[config.mk]
export PLATFORM = sky130hd
export DESIGN_NAME = layered_display_mux
export DESIGN_NICKNAME = d
export VERILOG_FILES = /design/src/rtl/layered_display_mux.sv
export SDC_FILE = /design/constraint.sdc
export NUM_CORES = 1
export LEC_CHECK = 0
export ABC_AREA = 1
export CAP_MARGIN = 20
export CORE_ASPECT_RATIO = 1.2
export CORE_MARGIN = 2
export CORE_UTILIZATION = 51
export DETAILED_ROUTE_END_ITERATION = 8
export PLACE_DENSITY = 0.8
export SLEW_MARGIN = 20
export SYNTH_ARGS = -nofsm -noshare
export SYNTH_HDL_FRONTEND = slang
export SYNTH_SLANG_ARGS = --single-unit
[constraint.sdc]
create_clock -name clk -period 4.2 [get_ports clk]
set_input_delay 0.84 -clock clk [delete_from_list [all_inputs] [get_ports clk]]
set_output_delay 0.84 -clock clk [all_outputs]
set_load 0.05 [all_outputs]
[src/rtl/layered_display_mux.sv]
// Layered display mux: background plus prioritised sprite layers, blink,
// blank-on-state-change FSM, two-stage registered pipeline.
module layered_display_mux #(
  parameter int          NUM_OBJ      = 4,
  parameter int          ADDR_W       = 17,
  parameter int          BG_W         = 320,
  parameter int          BG_SIZE      = 76800,
  parameter int          SCALE        = 1,
  parameter int          BLANK_FRAMES = 2,
  parameter logic [14:0] BLINK_MASK   = '0,
  parameter int          BLINK_SHIFT  = 4
) (
  input  logic                      clk,
  input  logic                      rst,
  input  logic [3:0]                state,
  input  logic [9:0]                h_cnt,
  input  logic [9:0]                v_cnt,
  input  logic [NUM_OBJ-1:0]        obj_hit,
  input  logic [NUM_OBJ*ADDR_W-1:0] obj_addr,
  output logic [ADDR_W-1:0]         pixel_addr,
  output logic [3:0]                pixel_src,
  output logic                      blank
);

  typedef enum logic {
    SHOW  = 1'b0,
    BLANK = 1'b1
  } fsm_e;

  localparam fsm_e       FSM_RST = (BLANK_FRAMES > 0) ? BLANK : SHOW;
  localparam logic [7:0] BF      = 8'(BLANK_FRAMES);

  logic [3:0]                state_q;
  logic [9:0]                h1_q;
  logic [9:0]                v1_q;
  logic [NUM_OBJ-1:0]        hit1_q;
  logic [NUM_OBJ*ADDR_W-1:0] addr1_q;
  logic                      fs1_q;
  logic                      chg1_q;
  logic                      en1_q;

  fsm_e                      fsm_q, fsm_d;
  logic [7:0]                bcnt_q, bcnt_d;
  logic [7:0]                fcnt_q, fcnt_d;
  logic [NUM_OBJ-1:0]        vis;
  logic [31:0]               bg_full;
  logic [ADDR_W-1:0]         addr_d;
  logic [3:0]                src_d;
  logic                      blank_d;

  // Stage 1: capture the pixel and the events it observes
  always_ff @(posedge clk) begin
    if (rst) begin
      state_q <= state;
      h1_q    <= '0;
      v1_q    <= '0;
      hit1_q  <= '0;
      addr1_q <= '0;
      fs1_q   <= 1'b0;
      chg1_q  <= 1'b0;
      en1_q   <= 1'b0;
    end else begin
      state_q <= state;
      h1_q    <= h_cnt;
      v1_q    <= v_cnt;
      hit1_q  <= obj_hit;
      addr1_q <= obj_addr;
      fs1_q   <= (h_cnt == 10'd0) && (v_cnt == 10'd0);
      chg1_q  <= (state != state_q);
      en1_q   <= (state == 4'd2) || (state == 4'd4) ||
                 (state == 4'd6);
    end
  end

  always_comb begin
    fcnt_d = fcnt_q + {7'd0, fs1_q};
    fsm_d  = fsm_q;
    bcnt_d = bcnt_q;
    unique case (fsm_q)
      SHOW: begin
        if (chg1_q && (BLANK_FRAMES > 0)) begin
          fsm_d  = BLANK;
          bcnt_d = BF;
        end
      end
      BLANK: begin
        // a state change reloads even on a frame start
        if (chg1_q) begin
          bcnt_d = BF;
        end else if (fs1_q) begin
          if (bcnt_q == 8'd1) fsm_d = SHOW;
          bcnt_d = bcnt_q - 8'd1;
        end
      end
      default: ;
    endcase
  end

  always_comb begin
    for (int i = 0; i < NUM_OBJ; i++) begin
      vis[i] = en1_q && hit1_q[i] &&
               (!BLINK_MASK[i] || !fcnt_d[BLINK_SHIFT]);
    end
    bg_full = (32'(h1_q) >> SCALE) +
              32'(BG_W) * (32'(v1_q) >> SCALE);
    addr_d  = ADDR_W'(bg_full % 32'(BG_SIZE));
    src_d   = 4'd0;
    blank_d = 1'b0;
    // descending scan so the lowest visible index wins
    for (int i = NUM_OBJ - 1; i >= 0; i--) begin
      if (vis[i]) begin
        addr_d = addr1_q[i*ADDR_W +: ADDR_W];
        src_d  = 4'(i + 1);
      end
    end
    if ((fsm_d == BLANK) || (h1_q >= 10'd640) ||
        (v1_q >= 10'd480)) begin
      addr_d  = '0;
      src_d   = 4'd15;
      blank_d = 1'b1;
    end
  end

  // Stage 2: FSM, frame counter and outputs
  always_ff @(posedge clk) begin
    if (rst) begin
      fsm_q      <= FSM_RST;
      bcnt_q     <= BF;
      fcnt_q     <= 8'd0;
      pixel_addr <= '0;
      pixel_src  <= 4'd15;
      blank      <= 1'b1;
    end else begin
      fsm_q      <= fsm_d;
      bcnt_q     <= bcnt_d;
      fcnt_q     <= fcnt_d;
      pixel_addr <= addr_d;
      pixel_src  <= src_d;
      blank      <= blank_d;
    end
  end

endmodule

* Yosys cells after proc, flatten, opt, wreduce, memory -nomap -nowiden
Index checks and enable logic that the tools add are counted.
W data, S select, Z words.
** Storage, ports and cells
- Bits in registers :: 130
- Latch bits :: 0
- Bits of input ports :: 98
- Memories :: 0
- ROM bits :: 0
- Bits in writable memories :: 0
** Cells by class
- Reduce and logical (&&, ||, !) cells :: 14
- Bitwise gates (word level) :: 1
- Div/mod/pow operators :: 1
- Multiplexer cells :: 18
- Shift-type cells :: 0
- Add/subtract/negate cells :: 2
- Multiply operators :: 1
- Order comparisons :: 2
- Eq/ne operators :: 7
** Operators with widths (number)
- $mux W17 :: 4
- $mod A32 B17 Y32 const B :: 1
- $mux W8 :: 3
- $logic_not A10 Y1 :: 2
- $add A9 B18 Y19 :: 1
- $pmux W8 S2 :: 1
- $mul A3 B9 Y12 const A :: 1
- $mux W4 :: 3
- $ge A10 B10 Y1 const B :: 1
- $ge A10 B9 Y1 const B :: 1
- $eq A4 B3 Y1 const B :: 2
- $eq A8 B1 Y1 const B :: 1
- $sub A8 B1 Y8 const B :: 1
- $logic_and A1 B1 Y1 :: 5
- $mux W1 :: 5
- $eq A4 B2 Y1 const B :: 1
- $logic_or A1 B1 Y1 :: 4
- $ne A4 B4 Y1 :: 1
- $mux W3 :: 1
- $ne A3 B3 Y1 const B :: 1
- $reduce_or A3 Y1 :: 1
- $ne A2 B2 Y1 const B :: 1
- $pmux W1 S2 :: 1
- $reduce_and A2 Y1 :: 1
- 2 further kinds :: 2

* Longest topological paths before layout
Gate-level depths: netlist (run 1).
- Word-level depth :: 8
- Gate-level depth with buffers :: 28

* Worst setup path before layout (run 1)
No wires, ideal clock.
- Path type :: register -> register
- Start :: register v1_q[2]
- End :: register pixel_addr[14]
- Arrival time :: 3.156 ns
- Setup time :: 0.125 ns
- Data required time :: 4.075 ns
- Buffers on the path :: 0
- Cell stages (with the launch flop) :: 25
- Setup slack :: 0.919 ns
- Cell sequence :: dfxtp_1 > ha_1 > ha_1 > fa_1 > nand2_1 > inv_1 > nand2_1 > nor2_4 > nand3_2 > nor2_2 > nor2_1 > nor2_4 > nand2_2 > nand3_4 > nand2_4 > nand2_1 > o21ai_1 > nor2_1 > nand2_2 > nand2_4 > nand2_4 > a21oi_1 > nand2_1 > nand2_1 > a21oi_2
** On the way
- Cells in the longest elaborated chain, start to end :: 7
** RTL lines
- start, declared :: line 35 : logic [9:0] v1_q;
- start signal, assigned :: line 65 : v1_q <= v_cnt;
- $mul A3 B9 Y12 :: line 105 : 32'(BG_W) * (32'(v1_q) >> SCALE);
- $add A9 B18 Y19 :: line 104 : bg_full = (32'(h1_q) >> SCALE) +
- $mod A32 B17 Y32 :: line 106 : addr_d = ADDR_W'(bg_full % 32'(BG_SIZE));
- $mux W17 (4 in series) :: line 111 : if (vis[i]) begin
- end signal, assigned :: line 137 : pixel_addr <= addr_d;
- end, declared :: line 20 : output logic [ADDR_W-1:0] pixel_addr,
Parallel ways exist; a longest one is shown, timed or not.
A chain may end at the register's enable or synchronous reset.

* Worst setup path after layout (run 1)
- Start :: register v1_q[2]
- End :: register pixel_addr[13]
The elaborated chain is that of the path after synthesis.

==> results of run 1 <==
-- tightest hold or removal path, stage by stage, from the launching register on --
cell and delay (ns):
dfxtp_1 0.29, nand2_1 0.06, a21oi_1 0.06
-- synth_stat cells --
master    number
nor2_1       140
dfxtp_1      128
inv_1        126
nand2_1      109
nand3_1       28
o21ai_0       26
a21oi_1       24
clkbuf_1      19
ha_1          19
nand2_2       17
nand3_2       11
o211ai_1      11
a221oi_1       9
nand4_1        9
xnor2_1        6
nor4_1         5
o21ai_1        5
clkinv_1       4
a21oi_2        3
a41oi_1        3
inv_2          3
nand2_4        3
xor2_1         3
fa_1           2
nor2_2         2
nor2_4         2
a211oi_1       1
a21o_1         1
a31oi_1        1
buf_1          1
nand3_4        1
nand3b_1       1
o21a_1         1
o21ai_4        1
o21bai_2       1
o31ai_1        1
or2_1          1
or2_2          1
-- cell families (layout without fill, tap and decap cells) --
family / after synthesis / in the layout / share of synthesized area
XOR/XNOR: 9 / 9 / 0.0143
AO/OA/AOI/OAI: 88 / 88 / 0.100
AND/OR/NAND/NOR: 330 / 330 / 0.268
buffers and inverters: 153 / 286 / 0.104
adder cells (fa/ha/maj): 21 / 21 / 0.0502
flip-flops: 128 / 128 / 0.463
-- worst min path at each step --
stage	start	endpoint	cells after the start
2_1_floorplan	addr1_q[0]	pixel_addr[0]	2
3_3_place_gp	addr1_q[6]	pixel_addr[6]	2
3_5_place_dp	addr1_q[5]	pixel_addr[5]	2
4_1_cts	addr1_q[7]	pixel_addr[7]	2
5_1_grt	addr1_q[0]	pixel_addr[0]	2
6_report	addr1_q[7]	pixel_addr[7]	2
-- state kept, by name, indices dropped and copies added, names as in the netlist --
signal and flops:
addr1_q 68, pixel_addr 17, h1_q 9, v1_q 9, bcnt_q 8, hit1_q 4, pixel_src 4, state_q 4
blank 1, chg1_q 1, en1_q 1, fs1_q 1, fsm_q 1
-- area by class of cell --
class	instances	area share
timing repair buffer	121	0.162
clock buffer	24	0.0638
tap	129	0.0218
inverter	133	0.0675
clock inverter	8	0.0139
sequential	128	0.346
multi-input combinational	448	0.324
-- per-layer routing --
metal | vias to the layer above | track usage | wire [um]
li1 | 2510 | - | -
met1 | 2323 | 0.277 | 5520
met2 | 154 | 0.447 | 7310
met3 | 35 | 0.0540 | 675
met4 | 0 | 0.0967 | 330
met5 | - | 0 | 0
-- power groups by stage --
stage | clock (mW) | sequential (mW) | combinational [mW]
2_1_floorplan | 0 | 1.30 | 0.228
3_3_place_gp | 0 | 1.31 | 0.362
3_5_place_dp | 0 | 1.31 | 0.372
4_1_cts | 1.43 | 1.29 | 0.377
5_1_grt | 1.49 | 1.29 | 0.423
6_report | 1.42 | 1.29 | 0.378
-- through the flow --
stage               hold slack [ns]   util  setup WS [ns]
finish                        0.455  0.700          0.508
detailed placement            0.446  0.645          0.538
CTS                           0.453  0.700          0.517
global route                  0.481  0.700          0.178
global placement              0.437  0.645          0.711
floorplan                     0.431      -          0.919
==> flow_summary.json, run 1 <==
{
  "outcome": "finished clean",
  "clock_latency_ns": 0.41,
  "area_growth_pct": 33.7,
  "cap_violations": 0,
  "die_width_um": 99.1,
  "hold_buffers": 0,
  "clk_path_buf_depth": 2,
  "postCtsResizedCells": 0,
  "worstSetupStartpointType": "flip-flop",
  "start_util": 0.523,
  "clock-root-buffer": "clkbuf_16",
  "dpl.cell_count": 959,
  "fin_skew_ns": 0.00731,
  "fin_cells": 991,
  "wl_um": 13800,
  "crit_required_ns": 4.47,
  "hold_viol": 0,
  "grt_max_degree": 95,
  "crit_arrival_ns": 3.96,
  "p_per_area_mw_per_mm2": 417,
  "synth_area_leader_cell": "dfxtp_1",
  "drcViolationCount": 0,
  "grt_pass1_vias": 5094,
  "vdd_drop_max_v": 0.000271,
  "syn_avg_cell_area_um2": 7.59,
  "dpl_cell_area_mm2": 0.00682,
  "setup_viol": 0,
  "critical_path_class": "reg -> reg",
  "crit_family": "simple AND/OR/NAND/NOR gates",
  "ys_seq_area_frac": 0.463,
  "multi_input_area_mm2": 0.00240,
  "crit_slowest_cell": "fa_1",
  "switching_share": 0.239,
  "grtUsageTotal": 0.247,
  "gp_congestion": 0.855,
  "crit_fanout": 7,
  "tns_ns": 0,
  "ys_ff_latch": 128,
  "via_per_inst": 5.07,
  "hold_class": "reg -> reg",
  "p_leak_nw": 3.51,
  "crit_chain": "ha_1, ha_1, fa_1, nand2_1, inv_1, nand2_1, nor2_4, nand3_2, nor2_2, nor2_1, nor2_4, nand2_2, nand3_4, nand2_4, o21bai_2, nand2_2, nand2_2, nand2_2, nand2_4, nand2_4, o21ai_1, nand3_1, nand2_1, a21oi_1",
  "design_area_mm2": 0.00740,
  "grt_overflow": 0,
  "seq_area_mm2": 0.00256,
  "cts_buffers": 17,
  "yosys-top-cells-area": "dfxtp_1 46%, nor2_1 9.5%, inv_1 8.6%, nand2_1 7.4%, ha_1 4.3%",
  "worst_pin_slew_ns": 0.998,
  "cp-endpoint": "pixel_addr[13]",
  "critPathLaunch": "v1_q[2]",
  "synth_top_cell_area_share": 0.463,
  "relSlewSlack": 0.333,
  "core_region_area_mm2": 0.0106,
  "antenna_found_initial": 0,
  "min_period_over_period": 0.879,
  "seqPwrFrac": 0.417,
  "cts_post_setup_buffers_inserted": 0,
  "nNetsFinal": 968,
  "final_cell_mix": "139 x nor2_1, 128 x dfxtp_1, 126 x inv_1, 118 x clkdlybuf4s50_1, 109 x nand2_1",
  "grt_pass1_wl_um": 23100,
  "syn_area_mm2": 0.00553,
  "max_freq_ghz": 0.271,
  "rr_worst_depth": 24,
  "io_pins": 120,
  "ys_warn_count": 0,
  "cts_tree": "done",
  "antenna_cells": 0,
  "rsz0062_at_grt": "no",
  "r2r_setup_slack_ns": 0.51,
  "clkTransAtPathRegs_ns": 0.05,
  "syn-num-nets": 848,
  "avgRoutedWirePerCell_um": 14.0,
  "power_mw": 3.08,
  "p_int_mw": 2.35,
  "drive_gt1_frac": 0.0882,
  "drt_iter0_drc": 222,
  "end_kind": "flip-flop",
  "worstReg2RegStart": "v1_q[2]",
  "drv_slew": 0,
  "path_buf_inv": 1,
  "layout_commonest_cell": "nor2_1",
  "slowest_delay_ns": 0.53,
  "synthCells": 729,
  "reg2reg_to": "pixel_addr[13]",
  "first_pass_iters": 5,
  "core.rowCount": 41,
  "portBuffers": 119,
  "cts.sinks": 128,
  "power_frac_clock": 0.460,
  "n_fill_cell": 802,
  "path_common_cell": "nand2_2",
  "crit_cells": 24,
  "vias": 5022,
  "dpl.hpwl_um": 10000,
  "switchingPower_mw": 0.736,
  "design.die.area_mm2": 0.0117,
  "period_needed_ns": 3.69,
  "synth_cell_types": 38,
  "die_h_um": 118,
  "htree_levels": 4,
  "ant_nets": 0,
  "p_comb_frac": 0.123
}
Note: power is estimated with default switching activity, not from simulation.
==> inputs of run 2 (changes only) <==
==> constraint.sdc (replaced) <==
create_clock -name clk -period 4.2 [get_ports clk]
set_input_delay 0.42 -clock clk [delete_from_list [all_inputs] [get_ports clk]]
set_output_delay 0.42 -clock clk [all_outputs]
set_load 0.05 [all_outputs]
==> results of run 2 <==
The final DEF is identical to that of run 1. Status: finished clean.
Main changes from that run: clock-pin slew on the worst setup and hold paths 0.05 ns -> 0.06 ns; hold slack 0.455 ns -> 0.331 ns; end point of the worst hold path pixel_addr[7] -> fsm_q
==> inputs of run 3 (changes only) <==
--- a/config.mk
+++ b/config.mk
@@ -12,7 +12,6 @@
 export CORE_UTILIZATION = 51
 export DETAILED_ROUTE_END_ITERATION = 8
 export PLACE_DENSITY = 0.8
-export SLEW_MARGIN = 20
 export SYNTH_ARGS = -nofsm -noshare
 export SYNTH_HDL_FRONTEND = slang
 export SYNTH_SLANG_ARGS = --single-unit
==> run 3 against run 2 <==
Non-clock buffer count rose by 1. Hold slack improved by 0.0079 ns. Total power rose by 0.17%. Sequential cell count stayed put. Critical endpoint unchanged. Clock skew is 0.00054 ns lower. Global-route usage unchanged. Largest power group unchanged. Worst setup slack better by 0.00050 ns. Sequential share of layout area hardly changed.
==> flow_summary.json, run 3 (synthesis results as in run 1) <==
{
  "outcome": "finished clean",
  "rsz0062_at_grt": "no",
  "rr_worst_depth": 24,
  "relSlewSlack": 0.335,
  "fin_cells": 992,
  "drv_slew": 0,
  "wl_met3_um": 642,
  "p_per_area_mw_per_mm2": 417,
  "grt_overflow": 0,
  "critical_path_class": "reg -> reg",
  "cts.sinks": 128,
  "seqPwrFrac": 0.416,
  "min_period_over_period": 0.879,
  "crit_arrival_ns": 3.97,
  "vdd_drop_max_v": 0.000273,
  "antenna_found_initial": 0,
  "largest-register": "addr1_q",
  "via_per_inst": 5.05,
  "antenna_cells": 0,
  "power_frac_clock": 0.461,
  "area_growth_pct": 33.8,
  "fin_skew_ns": 0.00677,
  "die_h_um": 118,
  "crit_fanout": 7,
  "design.die.area_mm2": 0.0117,
  "vias": 5014,
  "dpl.hpwl_um": 10000,
  "worstSetupStartpointType": "flip-flop",
  "cts_post_setup_buffers_inserted": 0,
  "worst_pin_slew_ns": 0.995,
  "wl_met2_um": 7380,
  "p_int_mw": 2.35,
  "gp_congestion": 0.855,
  "cap_violations": 0,
  "setup_viol": 0,
  "postCtsResizedCells": 0,
  "cts_tree": "done",
  "dpl.cell_count": 959,
  "tns_ns": 0,
  "first_pass_iters": 5,
  "cts_buffers": 17,
  "grt_pass1_wl_um": 23100,
  "clock_latency_ns": 0.41,
  "core_region_area_mm2": 0.0106,
  "n_fill_cell": 802,
  "grtUsageTotal": 0.247,
  "end_kind": "flip-flop",
  "io_pins": 120,
  "core.rowCount": 41,
  "wl_met1_um": 5550,
  "drive_gt1_frac": 0.0881,
  "period_needed_ns": 3.69,
  "layout_commonest_cell": "nor2_1",
  "grt_max_degree": 95,
  "largest_reg_flops": 68,
  "clock-root-buffer": "clkbuf_16",
  "wl_um": 13900,
  "final_cell_mix": "140 x nor2_1, 128 x dfxtp_1, 126 x inv_1, 118 x clkdlybuf4s50_1, 109 x nand2_1",
  "max_freq_ghz": 0.271,
  "clkTransAtPathRegs_ns": 0.06,
  "top_regs": "addr1_q: 68 flops, pixel_addr: 17 flops",
  "highest_layer": "met4",
  "nNetsFinal": 969,
  "hold_depth": 3,
  "portBuffers": 119,
  "crit_required_ns": 4.48,
  "die_width_um": 99.1,
  "grt_pass1_vias": 5094,
  "hold_buffers": 0,
  "drcViolationCount": 0,
  "start_util": 0.523,
  "clk_path_buf_depth": 2,
  "switching_share": 0.240,
  "avgRoutedWirePerCell_um": 14.0,
  "ant_nets": 0,
  "hold_class": "in -> reg",
  "drt_iter0_drc": 228,
  "p_leak_nw": 3.52,
  "switchingPower_mw": 0.741,
  "htree_levels": 4,
  "p_comb_frac": 0.123,
  "hold_viol": 0
}
[run 3: changes by cell type in the layout (fill, tap and decap cells not counted)]
cell | before | now
nor2_1 | 139 | 140
buf_4 | 2 | 3
nor2_2 | 3 | 2
[run 3: layer usage]
metal  up-vias  track usage
li1       2514            -
met1      2330        0.277
met2       137        0.447
met3        33       0.0540
met4         0       0.0967
met5         -            0
[run 3: worst paths after layout]
check / start / endpoint / slack [ns]
worst max register to register: v1_q[2] / pixel_addr[13] / 0.51
worst min register to register: addr1_q[0] / pixel_addr[0] / 0.46
worst min-delay path: rst / fsm_q / 0.34
worst max-delay path: v1_q[2] / pixel_addr[13] / 0.51
[run 3: power by group through the flow]
stage	logic [mW]	registers, mW	clock network, mW
CTS	0.377	1.29	1.43
detailed placement	0.372	1.31	0
floorplan	0.228	1.30	0
finish	0.378	1.29	1.42
global route	0.423	1.29	1.49
global placement	0.362	1.31	0
[run 3: layout make-up]
type | instances | area, um2 | share of cell area
Clock buffer | 24 | 472 | 0.0637
Clock inverter | 8 | 103 | 0.0139
Inverter | 133 | 499 | 0.0675
Multi-Input combinational cell | 448 | 2390 | 0.324
Sequential cell | 128 | 2560 | 0.346
Tap cell | 129 | 161 | 0.0218
Timing Repair Buffer | 122 | 1210 | 0.163
[run 3: metrics by stage]
step / hold WS, ns / setup WS, ns / power, mW / util / area, um2
after floorplan: 0.431 / 0.919 / 1.53 / - / 5530
after global placement: 0.437 / 0.711 / 1.67 / 0.645 / 6820
after detailed placement: 0.446 / 0.538 / 1.68 / 0.645 / 6820
after CTS: 0.325 / 0.517 / 3.10 / 0.700 / 7390
after global routing: 0.376 / 0.178 / 3.21 / 0.700 / 7400
final: 0.339 / 0.508 / 3.09 / 0.700 / 7400
[run 3: critical path, stage by stage, from the launching register on]
cell,delay [ns]
dfxtp_1,0.34
ha_1,0.32
ha_1,0.25
fa_1,0.53
nand2_1,0.08
inv_1,0.10
nand2_1,0.10
nor2_4,0.11
nand3_2,0.12
nor2_2,0.12
nor2_1,0.08
nor2_4,0.12
nand2_2,0.10
nand3_4,0.13
nand2_4,0.08
o21bai_2,0.17
nand2_2,0.10
nand2_2,0.11
nand2_2,0.08
nand2_4,0.10
nand2_4,0.08
o21ai_1,0.08
nand3_1,0.08
nand2_1,0.10
a21oi_1,0.07
